--- config.mk ---
export PLATFORM = sky130hd
export DESIGN_NAME = lrf_frame_sequencer
export DESIGN_NICKNAME = d
export VERILOG_FILES = /design/src/rtl/lrf_frame_sequencer.sv
export SDC_FILE = /design/constraint.sdc
export NUM_CORES = 1
export LEC_CHECK = 0
export ABC_CLOCK_PERIOD_IN_PS = 14420
export CAP_MARGIN = 20
export CORE_MARGIN = 2
export CORE_UTILIZATION = 61
export CTS_BUF_LIST = sky130_fd_sc_hd__clkbuf_2 sky130_fd_sc_hd__clkbuf_4 sky130_fd_sc_hd__clkbuf_8
export DETAILED_ROUTE_END_ITERATION = 6
export GPL_TIMING_DRIVEN = 0
export PLACE_DENSITY = 0.88
export SKIP_LAST_GASP = 1
export SLEW_MARGIN = 20
export SYNTH_ARGS = -nofsm -noshare
export SYNTH_HDL_FRONTEND = slang
export SYNTH_SLANG_ARGS = --single-unit
--- constraint.sdc ---
create_clock -name s_axis_aclk -period 14.42 [get_ports s_axis_aclk]
set_input_delay 1.442 -clock s_axis_aclk [delete_from_list [all_inputs] [get_ports s_axis_aclk]]
set_output_delay 1.442 -clock s_axis_aclk [all_outputs]
set_load 0.02 [all_outputs]
--- src/rtl/lrf_frame_sequencer.sv ---
// Frame sequencer feeding LRF: NEW/history frame beats from a fixed-latency
// word memory, then zero flush beats, through an output FIFO.
module lrf_frame_sequencer #(
  parameter int PIXELS_PER_BEAT = 16,
  parameter int IMAGE_DIM       = 512,
  parameter int N_FUSE_COUNT    = 4,
  parameter int N_FRAMES        = 5,
  parameter int FLUSH_BEATS     = 10,
  parameter int MEM_LATENCY     = 2,
  parameter int FIFO_DEPTH      = 8,
  parameter int ADDR_W          = 32,
  localparam int WORD_W = 8 * PIXELS_PER_BEAT
) (
  input  logic              s_axis_aclk,
  input  logic              s_axis_areset,
  input  logic              start,
  input  logic [ADDR_W-1:0] cfg_base_addr,
  output logic              busy,
  output logic              done,
  output logic              mem_ren,
  output logic [ADDR_W-1:0] mem_raddr,
  input  logic [WORD_W-1:0] mem_rdata,
  output logic [WORD_W-1:0] m_axis_tdata,
  output logic              m_axis_tvalid,
  input  logic              m_axis_tready,
  output logic              m_axis_tlast,
  output logic              m_axis_tuser
);

  localparam int WPI =
    IMAGE_DIM * IMAGE_DIM / PIXELS_PER_BEAT;
  localparam int HIST = 1 << N_FUSE_COUNT;
  localparam int BMAX =
    (WPI > FLUSH_BEATS) ? WPI : FLUSH_BEATS;
  localparam int BEAT_W = $clog2(BMAX + 1);
  localparam int FRM_W = $clog2(N_FRAMES + 1);
  localparam int PTR_W = $clog2(FIFO_DEPTH);
  localparam int CNT_W =
    $clog2(FIFO_DEPTH + MEM_LATENCY + 1) + 1;
  localparam int L = MEM_LATENCY;

  typedef enum logic [2:0] {
    S_IDLE,
    S_NEW,
    S_OLD,
    S_FLUSH,
    S_DRAIN
  } state_t;

  state_t state_q, state_d;
  logic [FRM_W-1:0]  k_q, k_d;
  logic [BEAT_W-1:0] beat_q, beat_d;
  logic [ADDR_W-1:0] base_q;
  logic              done_q;

  logic [L-1:0] pv_q, pl_q, pu_q, pf_q;

  logic [WORD_W-1:0] f_data [FIFO_DEPTH];
  logic [FIFO_DEPTH-1:0] f_last, f_user;
  logic [PTR_W-1:0] wr_q, rd_q;
  logic [CNT_W-1:0] cnt_q;

  logic [CNT_W-1:0] pipe_cnt;
  logic [CNT_W-1:0] occ;
  logic             gen_st;
  logic             issue;
  logic             rd_iss;
  logic             last_beat;
  logic             flush_last;
  logic             iss_last;
  logic             iss_user;
  logic             iss_flush;
  logic             push;
  logic             pop;
  logic             drain_exit;
  logic [31:0]      k_ext, h_ext, frm;
  logic [ADDR_W-1:0] addr;

  always_comb begin
    pipe_cnt = '0;
    for (int i = 0; i < L; i++) begin
      pipe_cnt = pipe_cnt + CNT_W'(pv_q[i]);
    end
  end

  assign occ = cnt_q + pipe_cnt;

  assign gen_st = (state_q == S_NEW) ||
                  (state_q == S_OLD) ||
                  (state_q == S_FLUSH);

  // Room is judged on committed entries only, so a
  // same-cycle pop never lets the FIFO overflow.
  assign issue = !s_axis_areset && gen_st &&
                 (occ < CNT_W'(FIFO_DEPTH));
  assign rd_iss = issue && (state_q != S_FLUSH);

  assign last_beat = beat_q == BEAT_W'(WPI - 1);
  assign flush_last =
    beat_q == BEAT_W'(FLUSH_BEATS - 1);

  assign iss_last = last_beat &&
                    (state_q != S_FLUSH);
  assign iss_user = state_q != S_NEW;
  assign iss_flush = state_q == S_FLUSH;

  always_comb begin
    k_ext = 32'(k_q);
    h_ext = '0;
    if (k_ext >= 32'(HIST)) begin
      h_ext = k_ext - 32'(HIST);
    end
    frm = (state_q == S_OLD) ? h_ext : k_ext;
    addr = base_q +
           ADDR_W'(frm) * ADDR_W'(WPI) +
           ADDR_W'(beat_q);
  end

  assign mem_ren = rd_iss;
  assign mem_raddr = rd_iss ? addr : '0;

  assign push = pv_q[L-1];
  assign pop = (cnt_q != '0) && m_axis_tready;

  assign drain_exit = (state_q == S_DRAIN) &&
                      pop &&
                      (cnt_q == CNT_W'(1)) &&
                      (pipe_cnt == '0);

  always_comb begin
    state_d = state_q;
    k_d = k_q;
    beat_d = beat_q;
    unique case (state_q)
      S_IDLE: begin
        if (start) begin
          state_d = S_NEW;
          k_d = '0;
          beat_d = '0;
        end
      end
      S_NEW: begin
        if (issue) begin
          if (last_beat) begin
            beat_d = '0;
            state_d = S_OLD;
          end else begin
            beat_d = beat_q + BEAT_W'(1);
          end
        end
      end
      S_OLD: begin
        if (issue) begin
          if (last_beat) begin
            beat_d = '0;
            if (k_q == FRM_W'(N_FRAMES - 1)) begin
              state_d = S_FLUSH;
            end else begin
              k_d = k_q + FRM_W'(1);
              state_d = S_NEW;
            end
          end else begin
            beat_d = beat_q + BEAT_W'(1);
          end
        end
      end
      S_FLUSH: begin
        if (issue) begin
          if (flush_last) begin
            beat_d = '0;
            state_d = S_DRAIN;
          end else begin
            beat_d = beat_q + BEAT_W'(1);
          end
        end
      end
      S_DRAIN: begin
        if (drain_exit) begin
          state_d = S_IDLE;
        end
      end
      default: state_d = S_IDLE;
    endcase
  end

  always_ff @(posedge s_axis_aclk) begin
    if (s_axis_areset) begin
      state_q <= S_IDLE;
      k_q <= '0;
      beat_q <= '0;
      base_q <= '0;
      done_q <= 1'b0;
    end else begin
      state_q <= state_d;
      k_q <= k_d;
      beat_q <= beat_d;
      done_q <= drain_exit;
      if (state_q == S_IDLE && start) begin
        base_q <= cfg_base_addr;
      end
    end
  end

  // Sideband travels beside the read so it meets its data.
  always_ff @(posedge s_axis_aclk) begin
    if (s_axis_areset) begin
      pv_q <= '0;
      pl_q <= '0;
      pu_q <= '0;
      pf_q <= '0;
    end else begin
      pv_q[0] <= issue;
      pl_q[0] <= iss_last;
      pu_q[0] <= iss_user;
      pf_q[0] <= iss_flush;
      for (int i = 1; i < L; i++) begin
        pv_q[i] <= pv_q[i-1];
        pl_q[i] <= pl_q[i-1];
        pu_q[i] <= pu_q[i-1];
        pf_q[i] <= pf_q[i-1];
      end
    end
  end

  always_ff @(posedge s_axis_aclk) begin
    if (s_axis_areset) begin
      wr_q <= '0;
      rd_q <= '0;
      cnt_q <= '0;
    end else begin
      if (push) begin
        wr_q <= (wr_q == PTR_W'(FIFO_DEPTH - 1)) ?
                '0 : wr_q + PTR_W'(1);
      end
      if (pop) begin
        rd_q <= (rd_q == PTR_W'(FIFO_DEPTH - 1)) ?
                '0 : rd_q + PTR_W'(1);
      end
      cnt_q <= cnt_q + CNT_W'(push) - CNT_W'(pop);
    end
  end

  always_ff @(posedge s_axis_aclk) begin
    if (push) begin
      f_data[wr_q] <= pf_q[L-1] ? '0 : mem_rdata;
      f_last[wr_q] <= pl_q[L-1];
      f_user[wr_q] <= pu_q[L-1];
    end
  end

  assign m_axis_tvalid = cnt_q != '0;
  assign m_axis_tdata =
    m_axis_tvalid ? f_data[rd_q] : '0;
  assign m_axis_tlast =
    m_axis_tvalid && f_last[rd_q];
  assign m_axis_tuser =
    m_axis_tvalid && f_user[rd_q];

  assign busy = state_q != S_IDLE;
  assign done = done_q;

endmodule
# Yosys cells after proc, flatten, opt, wreduce, memory -nomap -nowiden
# Memory sizes are Yosys's and may differ from the RTL's. A register that Yosys moved wholly into a read port is not among the register bits.
# Cells that the tools add are included.
dict set report word_totals {
  register_bits 89
  ramBits 1024
  in_bits 164
  output_inout_bits 166
  elab_cells 115
  n_memories 1
}
dict set report op_classes {
  addsub 10
  n_lt_le_gt_ge 4
  n_eq_ne 22
  muxes 39
  n_reduce_logical 25
}
# memory words word_bits read_ports rd_clocked_by_memory_dff write_ports line
set mem_list {}
lappend mem_list {f_data 8 128 1 1 1 58} ;# logic [WORD_W-1:0] f_data [FIFO_DEPTH];
# cell count
set op_table {}
lappend op_table {{128-bit 2-to-1 mux} 2}
lappend op_table {{15-bit 2-to-1 mux} 5}
lappend op_table {{3-bit 2-to-1 mux} 17}
lappend op_table {{15-bit case mux with 3 select lines} 1}
lappend op_table {{32-bit by 15-bit adder with 32-bit output} 1}
lappend op_table {{32-bit by 17-bit adder with 32-bit output} 1}
lappend op_table {{32-bit 2-to-1 mux} 1}
lappend op_table {{2-bit inequality test (second input constant)} 9}
lappend op_table {{8-bit bitwise mux} 2}
lappend op_table {{15-bit by 1-bit adder with 15-bit output (second input constant)} 1}
lappend op_table {{15-bit by 14-bit == test with 1-bit output (second input constant)} 1}
lappend op_table {{15-bit by 4-bit == test with 1-bit output (second input constant)} 1}
lappend op_table {{3-bit case mux with 5 select lines} 1}
lappend op_table {{3-bit == test (second input constant)} 4}
lappend op_table {{1-bit logical AND} 12}
lappend op_table {{3-bit by 1-bit adder with 3-bit output (second input constant)} 3}
lappend op_table {{3-bit by 4-bit < comparator with 1-bit output (second input constant)} 2}
lappend op_table {{8-bit AND reduction} 1}
lappend op_table {{1-bit binary-select mux with 3-bit select} 2}
lappend op_table {{3-bit by 2-bit == test with 1-bit output (second input constant)} 2}
lappend op_table {{3-bit case mux with 2 select lines} 1}
lappend op_table {{3-bit nonzero test} 2}
lappend op_table {{5-bit by 1-bit adder with 5-bit output} 1}
lappend op_table {{5-bit by 2-bit adder with 5-bit output} 1}
lappend op_table {{other kinds (21)} 26}

# Logic depth before layout (Yosys ltp)
# Gate-level depths: netlist of the first run.
dict set report logic_depth {
  word_depth 7
  mapped_depth 18
  mapped_depth_nobuf 17
}

# Least setup slack after synthesis of the first run
# Ideal clock, no wire load.
dict set report synth_timing {
  kind {reg2reg}
  from {register pv_q[1]}
  to {memory f_data[0][0] (netlist bit), enable pin}
  setup_time_ns 0.779
  arrival_time_ns 9.325
  setup_slack_ns 4.316
  stages_incl_launch_ff 3
  path_buffers 0
  cell_sequence {dfxtp_1 nand2b_1 nor3_1}
}
dict set report synth_via {
  elab_chain_len 2
}
# element line
set synth_rtl {}
lappend synth_rtl {{start: declaration} 56} ;# logic [L-1:0] pv_q, pl_q, pu_q, pf_q;
lappend synth_rtl {{start signal: indexed assignment} 217} ;# pv_q[i] <= pv_q[i-1];
lappend synth_rtl {{1-bit 2-to-1 mux} 244} ;# if (push) begin
lappend synth_rtl {{1-bit 2-to-1 mux} 245} ;# f_data[wr_q] <= pf_q[L-1] ? '0 : mem_rdata;
lappend synth_rtl {{end: declaration} 58}
# Every way passes these cells.

# Final worst setup path of the first run
dict set report layout_timing {
  from {register state_q[2]}
  to {output mem_raddr[24]}
}
dict set report layout_via {
  elab_chain_len 7
  elab_cells_between_ends 13
}
# element line
set layout_rtl {}
lappend layout_rtl {{start: declaration} 50} ;# state_t state_q, state_d;
lappend layout_rtl {{start signal: assignment} 194} ;# state_q <= state_d;
lappend layout_rtl {{parallel branches: the longest is 6 deep, another holds 32-bit by 17-bit adder with 32-bit output} n/a}
lappend layout_rtl {{32-bit 2-to-1 mux *} 120} ;# assign mem_raddr = rd_iss ? addr : '0;
lappend layout_rtl {{end: declaration} 21} ;# output logic [ADDR_W-1:0] mem_raddr,
# Mark *: on every way between the ends.

==> results of run 1 <==
-- sequential cells by signal, indices dropped and copies added, names as in the netlist, named ones only --
| signal | cells |
|---|---|
| f_data | 1024 |
| base_q | 32 |
| beat_q | 15 |
| f_last | 8 |
| f_user | 8 |
| cnt_q | 5 |
| k_q | 3 |
| rd_q | 3 |
| state_q | 3 |
| wr_q | 3 |
| pf_q | 2 |
| pl_q | 2 |
| pu_q | 2 |
| pv_q | 2 |
| done | 1 |
-- worst max-delay path, delay by kind of cell, from the launching register on --
family,cells,cell delay [ps]
AOI/OAI and AO/OA,2,720
buffers and inverters,5,1570
adders and majority gates,2,750
DFF,1,380
and+or+nand+nor,5,960
-- routing by layer --
| metal | up-vias | routed length, um | global-route usage (%) |
|---|---|---|---|
| li1 | 10800 | - | - |
| met1 | 12700 | 40000 | 37.6 |
| met2 | 1289 | 52500 | 46.1 |
| met3 | 258 | 9170 | 6.16 |
| met4 | 6 | 4020 | 12.2 |
| met5 | - | 39 | 0 |
-- Yosys cell counts (6+ instances only) --
master / count / area, um^2
a21o_1: 7 / 52.6
a21oi_1: 70 / 350
and2_1: 6 / 37.5
and3_1: 6 / 37.5
buf_1: 22 / 82.6
buf_2: 27 / 135
clkbuf_1: 76 / 285
dfxtp_1: 76 / 1520
edfxtp_1: 1040 / 31200
ha_1: 51 / 638
inv_1: 28 / 105
mux2i_1: 134 / 1340
mux4_2: 260 / 5860
nand2_1: 113 / 424
nand2b_1: 7 / 43.8
nand3_1: 15 / 75.1
nand4_1: 7 / 43.8
nor2_1: 196 / 736
nor2b_1: 138 / 863
nor3_1: 13 / 65.1
o211ai_1: 8 / 60.1
o21ai_0: 28 / 140
o31ai_1: 8 / 60.1
or3_1: 8 / 50.1
or4_1: 7 / 52.6
xnor2_1: 9 / 78.8
xor2_1: 12 / 105
-- layout make-up --
type	instances	area, um^2	area share [%]
well taps	959	1200	2.21
clock inverters	79	679	1.25
plain buffers	126	518	0.953
clock buffers	231	2820	5.19
multi-input cells	1152	11600	21.3
inverters	29	109	0.200
repair buffers	411	4660	8.57
flip-flops and latches	1116	32800	60.3
diodes	3	7.51	0.0138
-- cells by family after synthesis --
| kind of cell | after synthesis | share of synthesized area (%) |
|---|---|---|
| flops | 1116 | 72.9 |
| simple gates | 531 | 5.68 |
| mux | 394 | 16.0 |
| buf+inv | 155 | 1.39 |
| compound gates | 152 | 2.04 |
| fa+ha+maj | 54 | 1.55 |
| xor+xnor | 21 | 0.409 |
-- power groups by stage --
stage          clock network [mW]  logic [mW]  registers, mW
3_3_place_gp                    0        2.02           3.68
5_1_grt                      2.83        2.20           3.60
2_1_floorplan                   0        1.20           3.67
3_5_place_dp                    0        2.08           3.67
6_report                     2.67        2.08           3.60
4_1_cts                      2.69        2.09           3.60
-- metrics by stage --
step,setup WS (ps),power [mW],area [um^2],hold slack [ps],instances
floorplan,4320,4.87,44900,414,2423
finish,7780,8.35,54300,464,4106
global placement,-4600,5.70,49400,450,3710
global route,7490,8.63,54300,484,4104
detailed placement,8740,5.74,50800,453,3793
CTS,7790,8.39,54300,462,4103
-- how the worst max path moves through the flow --
stage / start / to / slack, ps / cells past startpoint
after floorplan: pv_q[1] / f_data[0][0] / 4320 / 2
after global placement: pv_q[1] / f_data[4][78] / -4600 / 2
after detailed placement: state_q[2] / mem_raddr[27] / 8740 / 16
after CTS: state_q[2] / mem_raddr[24] / 7790 / 14
after global routing: state_q[2] / mem_raddr[27] / 7490 / 16
final: state_q[2] / mem_raddr[24] / 7780 / 14
==> reports/metrics.csv, run 1 <==
stage,metric,value,unit
power_and_ir_drop,Max IR drop VDD,0.000118,V
route,router iterations before antenna repair,5,
cells_and_area,Fillers,3885,
clocking,Post-CTS Setup Bufs,0,
yosys,"EDFF count, synth",1040,
yosys,Gate Count Post-Synth,2423,
sta,FMAX,151,MHz
route,Via Count,25100,
clocking,Clock Latency Late Sink,820,ps
power_and_ir_drop,P_int,5.95,mW
sta,RSZ-0062 raised after global routing,false,
clocking,Clock Path Buffers,3,
yosys,asr flop ratio synth,0,%
sta,TNS Setup,0,ps
route,detailed-route DRC error count,0,
global_route,All-Layer GR Usage,28.4,%
worst_setup_path,CP cell instances,"clkbuf_1, nor2_1, nand2_1, nand2_1, fa_1, inv_1, ha_1, clkbuf_1, nand4_1, o41a_1, buf_6, or3_1, a21oi_1, clkdlybuf4s50_1",
clocking,clock buffer count from CTS,170,
power_and_ir_drop,Flop pwr share,43.1,%
yosys,Syn Area/Cell,18.5,um^2
power_and_ir_drop,LEAKAGE,17.5,nW
power_and_ir_drop,Power Density,154,nW/um^2
sta,Worst Tran Pin Value,1160,ps
die,Chip Height,275,um
clocking,deepest level of the CTS H-tree,4,
cells_and_area,most frequent cells in the layout,"edfxtp_1, clkdlybuf4s50_1, mux4_2",
worst_setup_path,Crit path required time,12980,ps
placed_design,I/O Buffers,328,
worst_hold_path,hold wc startpoint,base_q[13],
yosys,Synth cell types,61,
global_route,largest net degree at the start of global routing,22,
cells_and_area,final core utilization,74.5,%
sta,final setup fails,0,
worst_setup_path,reg-to-reg critical path endpoint,cnt_q[4],
global_route,first-pass GRT wire length,157,mm
global_route,initial antenna violation count,9,
worst_setup_path,CP endpoint kind,output port,
worst_setup_path,flop-to-flop setup slack,10620,ps
cells_and_area,"commonest non-fill, non-tap cell in the layout",edfxtp_1,
worst_setup_path,Critical Path Max Stage Delay,630,ps
worst_setup_path,crit path max fanout,10,
yosys,syn_nets,2641,
route,number of DRC markers in iteration 0,2737,
sta,Final Hold Fails,0,
clocking,CTS resizes,0,
cells_and_area,share of cells above drive strength 1,21.2,%
sta,fin crit share,46.0,%
die,Starting Density,61.6,%
cells_and_area,Layout area overhead,21.0,%
worst_setup_path,Reg-to-Reg Start,cnt_q[3],
worst_setup_path,crit start category,flop,
route,routed wire length,106,mm
clocking,clock root buffer,clkbuf_8,
route,Final ANT Viol Nets,0,
worst_hold_path,Hold Crit Class,reg -> reg,
sta,Worst slew margin,23.0,%
die,die width,275,um
worst_hold_path,Worst Hold Path EP,base_q[13],
worst_hold_path,hold-critical path depth,2,
power_and_ir_drop,clock share of power,32.0,%
clocking,clk slew on worst S/H paths,70,ps
yosys,Yosys reg bits,1116,
clocking,hold_buf cts,0,
clocking,CTS sink cnt,1116,
sta,Tmin final,6640,ps
route,DR WL/cell,25.7,um
worst_setup_path,Reg2Reg Depth,18,
placed_design,DP HPWL,69.7,mm
yosys,synth warn,0,
power_and_ir_drop,Sw Share,28.7,%
route,via/cell ratio,6.11,
job,max_cap viols,0,
die,Rows,99,
worst_setup_path,"Slowest-stage cell, CP",clkdlybuf4s50_1,
power_and_ir_drop,Net Sw Power,2.40,mW
placed_design,Placer Congestion,0.844,
outcome,status,completed,
global_route,grt ovf,0,
die,I/O pins,330,
worst_setup_path,crit path DAT,5200,ps
die,Core Area,73000,um^2
yosys,ys flop type,edfxtp_1,
power_and_ir_drop,Comb pwr share,24.9,%
die,area of the die,75800,um^2
cells_and_area,# nets final,3224,
yosys,Mapped Area,44900,um^2
sta,clk_skew,42.8,ps
global_route,vias in the first global route,26300,
worst_setup_path,Crit Path Category,reg -> out,
yosys,"Seq/Total Area, Yosys",72.9,%
clocking,CTS tree,built,
sta,Max Slew Vio Count,0,
(Power assumes the default switching activity.)
==> run 2: changes to the inputs <==
--- a/config.mk
+++ b/config.mk
@@ -5,14 +5,14 @@
 export SDC_FILE = /design/constraint.sdc
 export NUM_CORES = 1
 export LEC_CHECK = 0
-export ABC_CLOCK_PERIOD_IN_PS = 14420
+export ABC_CLOCK_PERIOD_IN_PS = 5600
 export CAP_MARGIN = 20
 export CORE_MARGIN = 2
-export CORE_UTILIZATION = 61
+export CORE_UTILIZATION = 55
 export CTS_BUF_LIST = sky130_fd_sc_hd__clkbuf_2 sky130_fd_sc_hd__clkbuf_4 sky130_fd_sc_hd__clkbuf_8
 export DETAILED_ROUTE_END_ITERATION = 6
 export GPL_TIMING_DRIVEN = 0
-export PLACE_DENSITY = 0.88
+export PLACE_DENSITY = 0.84
 export SKIP_LAST_GASP = 1
 export SLEW_MARGIN = 20
 export SYNTH_ARGS = -nofsm -noshare
==> constraint.sdc (replaced) <==
create_clock -name s_axis_aclk -period 5.6 [get_ports s_axis_aclk]
set_input_delay 0.56 -clock s_axis_aclk [delete_from_list [all_inputs] [get_ports s_axis_aclk]]
set_output_delay 0.56 -clock s_axis_aclk [all_outputs]
set_load 0.02 [all_outputs]
==> reports/metrics.csv, run 2 (synthesized netlist as in run 1, its figures left out) <==
stage,metric,value,unit,change
global_route,All-Layer GR Usage,25.4,%,was 28.4%
die,Core Area,80700,um^2,"was 73,000 um^2"
worst_setup_path,crit path DAT,4760,ps,was 5200 ps
sta,worst hold margin,257,ps,was 464 ps
worst_setup_path,CP endpoint kind,output port,,unchanged
die,Rows,104,,was 99
clocking,CTS sink cnt,1116,,unchanged
placed_design,Placer Congestion,0.868,,was 0.844
power_and_ir_drop,LEAKAGE,17.5,nW,about the same
global_route,grt ovf,0,,unchanged
worst_setup_path,crit start category,flop,,unchanged
clocking,clock root buffer,clkbuf_8,,unchanged
power_and_ir_drop,PnR Total Power,21.4,mW,was 8.35 mW
global_route,vias in the first global route,25800,,"was 26,300"
die,area of the die,84000,um^2,"was 75,800 um^2"
worst_setup_path,crit path max fanout,11,,was 10
die,Starting Density,55.7,%,was 61.6%
worst_setup_path,Crit path required time,5040,ps,"was 12,980 ps"
clocking,deepest level of the CTS H-tree,4,,unchanged
die,die width,290,um,was 275 um
route,number of DRC markers in iteration 0,2408,,"was 2,737"
placed_design,DP HPWL,69.5,mm,was 69.7 mm
route,detailed-route DRC error count,0,,unchanged
sta,Final Hold Fails,0,,unchanged
cells_and_area,Top reg by flops,f_data,,unchanged
sta,fin crit share,95.0,%,
cells_and_area,most frequent cells in the layout,"edfxtp_1, clkdlybuf4s50_1, mux4_2",,unchanged
sta,clk_skew,53.1,ps,was 42.8 ps
die,I/O pins,330,,unchanged
sta,Max Slew Vio Count,0,,unchanged
global_route,initial antenna violation count,3,,was 9
clocking,clock buffer count from CTS,171,,was 170
placed_design,pre-CTS setup slack,793,ps,was 8740 ps
route,routed wire length,106,mm,about the same
clocking,Clock Path Buffers,3,,unchanged
sta,Tmin final,5320,ps,
route,via/cell ratio,5.93,,was 6.11
clocking,clk slew on worst S/H paths,70,ps,about the same
cells_and_area,"commonest non-fill, non-tap cell in the layout",edfxtp_1,,unchanged
worst_hold_path,Hold Crit Class,in -> reg,,was reg -> reg
cells_and_area,number of flip-flops in the largest register,1024,,unchanged
sta,PnR worst setup slack,280,ps,was 7780 ps
sta,RSZ-0062 raised after global routing,false,,unchanged
route,Final ANT Viol Nets,0,,unchanged
clocking,Post-CTS Setup Bufs,0,,unchanged
route,DR WL/cell,25.3,um,was 25.7 um
cells_and_area,Fillers,5040,,"was 3,885"
route,Via Count,24800,,"was 25,100"
sta,FMAX,188,MHz,
cells_and_area,Layout area overhead,21.3,%,was 21.0%
cells_and_area,# nets final,3211,,"was 3,224"
global_route,largest net degree at the start of global routing,22,,unchanged
power_and_ir_drop,Power Density,392,nW/um^2,was 154 nW/um^2
cells_and_area,top flop regs,"f_data: 1024 flops, base_q: 32 flops, beat_q: 15 flops",,unchanged
clocking,Clock Latency Late Sink,820,ps,about the same
die,Chip Height,290,um,was 275 um
placed_design,Area after DPL,51100,um^2,"was 50,800 um^2"
global_route,first-pass GRT wire length,157,mm,about the same
clocking,CTS tree,built,,unchanged
sta,Worst slew margin,22.9,%,was 23.0%
worst_setup_path,Crit Path Category,reg -> out,,unchanged
outcome,status,completed,,unchanged
cells_and_area,final core utilization,67.6,%,was 74.5%
cells_and_area,share of cells above drive strength 1,20.3,%,was 21.2%
sta,final setup fails,0,,unchanged
placed_design,I/O Buffers,328,,unchanged
power_and_ir_drop,Max IR drop VDD,0.000229,V,was 0.000118 V
job,max_cap viols,0,,unchanged
clocking,hold_buf cts,0,,unchanged
sta,Worst Tran Pin Value,1160,ps,about the same
cells_and_area,Post-Layout Inst Area,54500,um^2,"was 54,300 um^2"
route,router iterations before antenna repair,7,,was 5
-- run 2: cell count changes in the layout (fill, tap and decap cells not counted), moves of 3 or more --
cell	previous run	this run
clkinv_1	32	52
buf_4	26	0
clkbuf_4	57	41
buf_8	1	17
bufinv_16	10	7
clkbuf_8	174	177
inv_12	0	3
clkbuf_1	73	69
clkinvlp_4	13	3
buf_16	21	26
buf_6	14	6
-- run 2: path summary, 6_finish.rpt --
kind                                     from             to  slack, ps  cells after the start
worst min-delay path            s_axis_areset     beat_q[13]        260                      4
worst min register to register     base_q[14]     base_q[14]        460                      2
worst max register to register       cnt_q[3]       cnt_q[4]       2180                     18
worst max-delay path               state_q[0]  mem_raddr[29]        280                     14
-- run 2: layout make-up --
cell class	instances	area [um^2]	share of cell area, %
well taps	1060	1330	2.43
clock buffers	218	2740	5.03
inverters	29	109	0.200
multi-input cells	1152	11600	21.3
repair buffers	400	4790	8.79
flip-flops and latches	1116	32800	60.1
diodes	1	2.50	0.00459
clock inverters	90	659	1.21
plain buffers	123	508	0.932
-- run 2: metrics by stage --
stage / TNS, ps / std cells
after CTS: 0 / 4189
after detailed placement: 0 / 3883
final: 0 / 4189
after global routing: 0 / 4189
after global placement: -6672370 / 3811
after floorplan: -919520 / 2423
-- run 2: report_power, final --
part           switching (mW)  leakage (nW)  internal (mW)  total, mW
registers              0.0686          9.97           9.21       9.28
logic                    2.99          5.75           2.39       5.38
clock network            3.13          1.78           3.57       6.70
total                    6.18          17.5           15.2       21.4
-- run 2: layer usage --
| metal | global-route usage (%) | part of all wire [%] |
|---|---|---|
| met1 | 34.2 | 39 |
| met2 | 42.4 | 51 |
| met3 | 5.05 | 7.9 |
| met4 | 7.92 | 2.4 |
| met5 | 0 | 0 |
-- run 2: critical path: stages, from the launching register on --
cell and delay, ps:
dfxtp_1 520, nor2_1 150, nand2_1 120, nand2_1 80, fa_1 490, inv_1 50
ha_1 460, a21oi_1 110, o21ai_0 280, a211o_1 190, a22oi_1 90, clkbuf_2 210
or4_1 410, nand2_1 140, clkdlybuf4s50_1 620
-- run 2: repair_timing --
item	CTS	global route
endpoints found under the setup margin	8	12
gates resized for setup	0	3
pin swaps	0	0
